[src/rtl/bounce_gen_pkg.sv]
// -----------------------------------------------------------------------------
// bounce_gen_pkg
// Shared definitions for the bounce generator: FSM state encoding, the
// 16-bit Galois LFSR geometry (width, tap mask, seed) and its step function.
// Optional feature macro used by the block: BOUNCE_GEN_RAND_EN.
// -----------------------------------------------------------------------------
package bounce_gen_pkg;

  typedef enum logic [1:0] {
    IDLE   = 2'd0,
    BOUNCE = 2'd1,
    SETTLE = 2'd2
  } state_e;

  localparam int          LFSR_W    = 16;
  // Right-shifting Galois form of x^16+x^14+x^13+x^11+1.
  localparam logic [15:0] LFSR_TAPS = 16'hB400;
  localparam logic [15:0] LFSR_SEED = 16'hACE1;

  // One LFSR step. The map is a bijection on non-zero states, so starting
  // from a non-zero seed the all-zero state can never be reached.
  function automatic logic [LFSR_W-1:0] lfsr_next(input logic [LFSR_W-1:0] cur);
    return (cur >> 1) ^ (cur[0] ? LFSR_TAPS : '0);
  endfunction

endpackage

[src/rtl/bounce_gen_lfsr16.sv]
// -----------------------------------------------------------------------------
// lfsr16_module
// Free-running 16-bit Galois LFSR, advancing every clock, seeded on reset.
// Ports:
//   clk_i   - clock, rising edge
//   rst_i   - asynchronous active-high reset (loads LFSR_SEED)
//   lfsr_o  - low OUT_W bits of the current LFSR state
// -----------------------------------------------------------------------------
module lfsr16_module
  import bounce_gen_pkg::*;
#(
  parameter int OUT_W = 16
) (
  input  logic             clk_i,
  input  logic             rst_i,
  output logic [OUT_W-1:0] lfsr_o
);

  logic [LFSR_W-1:0] lfsr_q;
  logic [LFSR_W-1:0] lfsr_d;

  always_comb begin
    lfsr_d = lfsr_next(lfsr_q);
  end

  always_ff @(posedge clk_i or posedge rst_i) begin
    if (rst_i) begin
      lfsr_q <= LFSR_SEED;
    end else begin
      lfsr_q <= lfsr_d;
    end
  end

  assign lfsr_o = lfsr_q[OUT_W-1:0];

endmodule

[src/rtl/bounce_gen_module.sv]
// -----------------------------------------------------------------------------
// bounce_gen_module
// Emulates a bouncing mechanical contact. When the clean Level_In differs from
// the stored target while idle, Pin_Out jumps to the new level, then toggles
// 2*N more times with a segment of 'gap' cycles between toggles, holds for
// SETTLE_CYC cycles and pulses Done. Input changes while busy are ignored and
// re-evaluated on the first idle cycle.
//
// Optional feature macro: BOUNCE_GEN_RAND_EN
//   defined   : N and gap are drawn from a 16-bit LFSR (lfsr16_module)
//   undefined : N = BOUNCE_MAX, gap = GAP_FIX, no LFSR, fully deterministic
//
// Ports:
//   CLK      - clock, rising edge
//   RST      - asynchronous active-high reset
//   Level_In - clean target level, already synchronous to CLK
//   Pin_Out  - emulated bouncing pin (registered)
//   Busy     - high while a transition is being emulated
//   Done     - one-cycle pulse once Pin_Out has settled
// -----------------------------------------------------------------------------
module bounce_gen_module
  import bounce_gen_pkg::*;
#(
  parameter int BOUNCE_MAX = 4,
  parameter int GAP_FIX    = 3,
  parameter int GAP_W      = 8,
  parameter int SETTLE_CYC = 1000
) (
  input  logic CLK,
  input  logic RST,
  input  logic Level_In,
  output logic Pin_Out,
  output logic Busy,
  output logic Done
);

  // Counter widths cover the largest legal load value so nothing wraps.
  localparam int GAP_RND_MAX = 2 ** GAP_W;
  localparam int GAP_MAX     = (GAP_RND_MAX > GAP_FIX) ? GAP_RND_MAX : GAP_FIX;
  localparam int GAP_CW      = $clog2(GAP_MAX + 1);
  localparam int TOG_MAX     = 2 * BOUNCE_MAX;
  localparam int TOG_CW      = $clog2(TOG_MAX + 1);
  localparam int SET_CW      = $clog2(SETTLE_CYC + 1);

  logic [GAP_CW-1:0] gap_val;   // segment length for the next load
  logic [TOG_CW-1:0] tog_load;  // 2*N, toggles for a new burst

`ifdef BOUNCE_GEN_RAND_EN
  localparam int RND_W = (GAP_W > 8) ? GAP_W : 8;

  logic [RND_W-1:0] rnd;
  logic [7:0]       n_minus1;

  lfsr16_module #(
    .OUT_W (RND_W)
  ) u_lfsr (
    .clk_i  (CLK),
    .rst_i  (RST),
    .lfsr_o (rnd)
  );

  // N-1 = lfsr[7:0] masked to BOUNCE_MAX-1 (power of two), so 2*N = 2*(N-1)+2.
  assign n_minus1 = rnd[7:0] & 8'(BOUNCE_MAX - 1);
  assign tog_load = TOG_CW'({n_minus1, 1'b0}) + TOG_CW'(2);
  assign gap_val  = GAP_CW'(rnd[GAP_W-1:0]) + GAP_CW'(1);
`else
  assign tog_load = TOG_CW'(TOG_MAX);
  assign gap_val  = GAP_CW'(GAP_FIX);
`endif

  state_e            state_q,   state_d;
  logic              target_q,  target_d;
  logic              pin_q,     pin_d;
  logic              busy_q,    busy_d;
  logic              done_q,    done_d;
  logic [GAP_CW-1:0] gap_cnt_q, gap_cnt_d;
  logic [TOG_CW-1:0] tog_cnt_q, tog_cnt_d;
  logic [SET_CW-1:0] set_cnt_q, set_cnt_d;

  always_ff @(posedge CLK or posedge RST) begin
    if (RST) begin
      state_q   <= IDLE;
      target_q  <= 1'b0;
      pin_q     <= 1'b0;
      busy_q    <= 1'b0;
      done_q    <= 1'b0;
      gap_cnt_q <= '0;
      tog_cnt_q <= '0;
      set_cnt_q <= '0;
    end else begin
      state_q   <= state_d;
      target_q  <= target_d;
      pin_q     <= pin_d;
      busy_q    <= busy_d;
      done_q    <= done_d;
      gap_cnt_q <= gap_cnt_d;
      tog_cnt_q <= tog_cnt_d;
      set_cnt_q <= set_cnt_d;
    end
  end

  always_comb begin
    state_d   = state_q;
    target_d  = target_q;
    pin_d     = pin_q;
    busy_d    = busy_q;
    done_d    = 1'b0;
    gap_cnt_d = gap_cnt_q;
    tog_cnt_d = tog_cnt_q;
    set_cnt_d = set_cnt_q;

    unique case (state_q)
      IDLE: begin
        if (Level_In != target_q) begin
          target_d  = Level_In;
          pin_d     = Level_In;
          busy_d    = 1'b1;
          gap_cnt_d = gap_val;
          tog_cnt_d = tog_load;
          state_d   = BOUNCE;
        end
      end

      BOUNCE: begin
        // Counter holds the cycles left in the current segment; the toggle
        // happens on the edge that ends the segment's last cycle.
        if (gap_cnt_q == GAP_CW'(1)) begin
          pin_d     = ~pin_q;
          tog_cnt_d = tog_cnt_q - TOG_CW'(1);
          if (tog_cnt_q == TOG_CW'(1)) begin
            gap_cnt_d = '0;
            set_cnt_d = SET_CW'(SETTLE_CYC);
            state_d   = SETTLE;
          end else begin
            gap_cnt_d = gap_val;
          end
        end else begin
          gap_cnt_d = gap_cnt_q - GAP_CW'(1);
        end
      end

      SETTLE: begin
        // The Done cycle is spent in SETTLE so Busy drops one cycle later
        // and the first IDLE cycle re-compares Level_In.
        if (done_q) begin
          busy_d  = 1'b0;
          state_d = IDLE;
        end else if (set_cnt_q == SET_CW'(1)) begin
          done_d    = 1'b1;
          set_cnt_d = '0;
        end else begin
          set_cnt_d = set_cnt_q - SET_CW'(1);
        end
      end

      default: begin
        state_d = IDLE;
      end
    endcase
  end

  assign Pin_Out = pin_q;
  assign Busy    = busy_q;
  assign Done    = done_q;

endmodule

[config.mk]
export PLATFORM = sky130hd
export DESIGN_NAME = bounce_gen_module
export DESIGN_NICKNAME = d
export VERILOG_FILES = /design/src/rtl/bounce_gen_pkg.sv /design/src/rtl/bounce_gen_lfsr16.sv /design/src/rtl/bounce_gen_module.sv
export SDC_FILE = /design/constraint.sdc
export NUM_CORES = 1
export LEC_CHECK = 0
export BUFFER_PORTS_ARGS = -buffer_cell sky130_fd_sc_hd__buf_2
export CORE_ASPECT_RATIO = 0.9
export CORE_MARGIN = 5
export CORE_UTILIZATION = 30
export CTS_CLUSTER_SIZE = 14
export DETAILED_ROUTE_END_ITERATION = 7
export GPL_TIMING_DRIVEN = 0
export SYNTH_ARGS = -nofsm -noshare
export SYNTH_HDL_FRONTEND = slang
export SYNTH_SLANG_ARGS = --single-unit
[constraint.sdc]
create_clock -name CLK -period 5.2 [get_ports CLK]
set_input_delay 1.04 -clock CLK [delete_from_list [all_inputs] [get_ports CLK]]
set_output_delay 1.04 -clock CLK [all_outputs]
set_load 0.02 [all_outputs]
After elaboration in Yosys (flattened, before gate mapping)

Cells that the tools add are included.

Order comparisons: 0
Bitwise logic cells: 1
Add/subtract/negate cells: 3
Reduce and logical (&&, ||, !) cells: 10
Shift operators: 0
Equal/unequal tests: 11
Multiply operators: 0
Div/mod/pow operators: 0
Mux-type cells: 26

Operators by type and width:

| kind                  | number |
|---|---|
| $mux 10               | 4 |
| $pmux 10 s2           | 1 |
| $mux 9                | 2 |
| $pmux 9 s2            | 1 |
| $eq 10x1->1 const B   | 1 |
| $mux 2                | 5 |
| $ne 2x2->1 const B    | 5 |
| $sub 10x1->10 const B | 1 |
| $eq 9x1->1 const B    | 1 |
| $sub 9x1->9 const B   | 1 |
| $mux 4                | 2 |
| $pmux 4 s2            | 1 |
| $reduce_and 4->1      | 2 |
| $mux 1                | 7 |
| $pmux 2 s3            | 1 |
| $reduce_and 3->1      | 2 |
| $reduce_bool 2->1     | 3 |
| $eq 4x1->1 const B    | 1 |
| $pmux 1 s2            | 2 |
| $reduce_and 2->1      | 2 |
| $sub 4x1->4 const B   | 1 |
| $eq 2x1->1 const B    | 1 |
| $eq 2x2->1 const B    | 1 |
| $logic_not 2->1       | 1 |
| other kinds (2)       | 2 |

Latch bits: 0
RAM bits: 0
Memories kept: 0
Register bits after elaboration: 29
Output and inout port bits: 3
Bits in read-only memories: 0

Depth between registers and ports, before layout

Depth after elaboration: 4
Gate-level depth with buffers: 8
Mapped depth without buffers: 7

Worst setup path after synthesis

OpenSTA, ideal clock, no wires.

Kind: input to register
Start point: input port Level_In
End point: register gap_cnt_q[1]
Stages on the path: 3
Library setup time: 0.147 ns
Required time: 5.053 ns
Arrival time: 1.732 ns
Path slack: 3.321 ns
Cells stage by stage: xor2_1 o21ai_0 a22oi_1

Word-level cells in the longest chain between the ends: 3

RTL lines:

| element                           | line                     | source |
|---|---|---|
| start: declaration                | bounce_gen_module.sv:31  | `input logic Level_In,` |
| $ne 1x1->1                        | bounce_gen_module.sv:114 | `if (Level_In != target_q) begin` |
| $ne 2x2->1 (no source line)       | --                       |  |
| $reduce_and 2->1 (no source line) | --                       |  |
| end signal: assignment            | bounce_gen_module.sv:96  | `gap_cnt_q <= gap_cnt_d;` |
| end: declaration                  | bounce_gen_module.sv:76  | `logic [GAP_CW-1:0] gap_cnt_q, gap_cnt_d;` |

No other way between the ends.
A chain may end at the register's enable or synchronous reset.

Worst setup path in the final report

Start point: input port Level_In
End point: register gap_cnt_q[5]

The elaborated chain is that of the path after synthesis.

==> summary.txt <==
status: finished clean
dominant synthesized flop cell: dfrtp_1
setup tns final: 0 ns
critical path class: in2reg
sequential share of the synthesized area: 42.3%
Worst Path Buf+Inv: 1
Leakage: 0.852 nW
largest net degree at the start of global routing: 30
clk slew on worst S/H paths: 0.07 ns
# DRC: 0
worst slew pin tran: 1.12 ns
number of synthesized flops with an enable pin: 0
Reg2Reg Setup Slack: 3.18 ns
CTS sink count: 29
HP Class: reg2reg
MaxCap Viol Count: 0
TritonCTS clock tree: done
CTS Buf Count: 5
Max Buffers Root-to-Sink: 2
Final WS setup: 3.18 ns
initial antenna violation count: 0
drt wl/cell: 13.9 um
H-tree depth: 2
synth warn: 0
Design Area, Final: 1940 um2
worst flop-to-flop path startpoint: tog_cnt_q[1]
number of global-route vias before repair: 1,362
WL met1: 1890 um
Peak supply drop: 0.102 mV
critical path cell sequence: buf_2, xor2_1, o21ai_0, a21oi_1, a21oi_1
Post-CTS Resized: 0
row count: 26
Worst path depth: 5
final hold violations: 0
# Post-CTS Setup Buffers: 0
Fin Clk Skew: 0.00487 ns
post-DP HPWL: 2580 um
Tcrit/Tclk final: 38.8%
Post-Syn Nets: 189
non-filler cells, final: 263
Unique masters post-synth: 46
Root Driver: clkbuf_8
Starting Density: 30.5%
highest metal layer with signal wires: met4
1st-iter DRT viols: 73
fmax: 0.496 GHz
synthesized area: 1720 um2
core area: 5630 um2
DR pass1 iterations: 4
fillers: 576
Max-slew headroom: 25.0%
PortBufs: 5
hold_buf cts: 0
DP Worst Slack: 2.87 ns
GRT Resource Usage Total: 10.9%
Die W: 89.7 um
post-DR vias/cell: 5.27
ys async rst share: 100%
fraction of final layout cells sized beyond drive strength 1: 15.0%
Avg Synthesized Cell Area: 9.53 um2
pwr dens: 245 nW/um2
WL met2: 1590 um
gpl congestion: 0.815
GRT overflow: 0
via count: 1,387
WL met3: 113 um
Final Power: 0.477 mW
I/O pin cnt: 6
Final min period: 2.02 ns
hold path start: tog_cnt_q[3]
placed inst area: 1830 um2
Synth Register Bits: 29
CP peak stage delay: 0.63 ns
Slowest cell on crit path: o21ai_0
CP Capture Type: register
die area: 7330 um2
crit path max fanout: 5
first-pass GRT wire length: 6470 um
final setup fails: 0
antenna diode count: 0
DIE HEIGHT: 81.7 um
final wirelength: 3670 um
Area Overhead vs Synth: 13.3%
delay-heaviest family, CP: compound AO/OA/AOI/OAI gates
fin util: 34.5%
Reg2Reg Depth: 8
CP Launch Type: primary input
remaining antenna violation count: 0
Worst-Skew Late Latency: 0.28 ns
arrival time worst endpoint: 2.22 ns
placed cell count: 255
RSZ-0062 raised after global routing: false
cells after synthesis: 180
nets: 201
Worst Hold Margin: 0.521 ns
CP most frequent cell: a21oi_1
Slew Viols, Final: 0
Req. time, crit path: 5.41 ns
Worst Hold Depth: 2
CP Launch Point: Level_In
-- placed cells by master, fill, tap and decap left out, drive strengths merged --
cell and instances:
a211o 3, a211oi 1, a21o 1, a21oi 12, a22o 3, a22oi 2, a31oi 4, a32o 1
and4 1, buf 10, bufinv 1, clkbuf 8, clkinv 1, dfrtp 29, ha 6, inv 13
mux2 4, mux2i 3, nand2 11, nand2b 4, nand3 8, nand4 9, nor2 13, nor2b 1
nor3 11, nor3b 6, nor4 3, nor4b 3, o211ai 1, o21ai 7, o22ai 4, o31ai 2
o41ai 1, or3b 1, or4 1, xnor2 1, xor2 3
-- worst min-delay path: stages, from the launching register on --
cell and delay, ns:
dfrtp_1 0.36, xor2_1 0.07, nand2_1 0.06
-- worst paths after layout --
| check | endpoint |
|---|---|
| max in group asynchronous | set_cnt_q[8] |
| worst max-delay path | gap_cnt_q[5] |
| min in group asynchronous | tog_cnt_q[0] |
| worst min-delay path | tog_cnt_q[3] |
| worst min register to register | tog_cnt_q[3] |
| worst max register to register | set_cnt_q[1] |
-- report_power, final --
part           internal (mW)  switching [mW]  leakage [nW]  total, mW
Clock                  0.156          0.0891        0.0585      0.245
Sequential             0.226               0         0.349      0.226
Combinational       0.000976         0.00534         0.445    0.00632
-- cell usage after synthesis, types with 5 or more instances --
master,n,area [um2]
nor3_1,11,55.1
nand4_1,9,56.3
dfrtp_1,29,726
a21oi_1,12,60.1
o21ai_0,7,35.0
ha_1,6,75.1
nor3b_1,5,37.5
inv_1,13,48.8
nand2_1,10,37.5
nor2_1,12,45.0
nand3_1,8,40.0
-- sequential cells by signal, summed over array words and instances (netlist names) --
name,count
gap_cnt_q,9
Done,1
Busy,1
set_cnt_q,10
target_q,1
tog_cnt_q,4
state_q,2
Pin_Out,1
-- logic make-up after synthesis --
logic type	Yosys count	synth area share [%]
flip-flops	29	42.3
AO/OA/AOI/OAI	42	16.0
adder cells (fa/ha/maj)	6	4.38
AND/OR/NAND/NOR	72	25.2
buffers and inverters	20	5.32
multiplexers	7	4.81
XOR/XNOR	4	2.04
-- per-layer routing --
| layer | up-vias | GRT usage, % |
|---|---|---|
| met5 | - | 0 |
| met4 | 0 | 4.68 |
| met3 | 6 | 3.21 |
| met2 | 21 | 16.7 |
| met1 | 666 | 14.4 |
| li1 | 694 | - |
-- cell type report --
class | count | area, um2 | area share, %
plain buffers | 6 | 37.5 | 1.93
clock buffers | 7 | 86.3 | 4.44
clock inverters | 1 | 30.0 | 1.54
inverters | 14 | 53.8 | 2.77
multi-input cells | 131 | 898 | 46.2
flip-flops and latches | 29 | 726 | 37.3
well taps | 70 | 87.6 | 4.50
repair buffers | 5 | 25.0 | 1.29
Power figures use the tool's default switching activity.
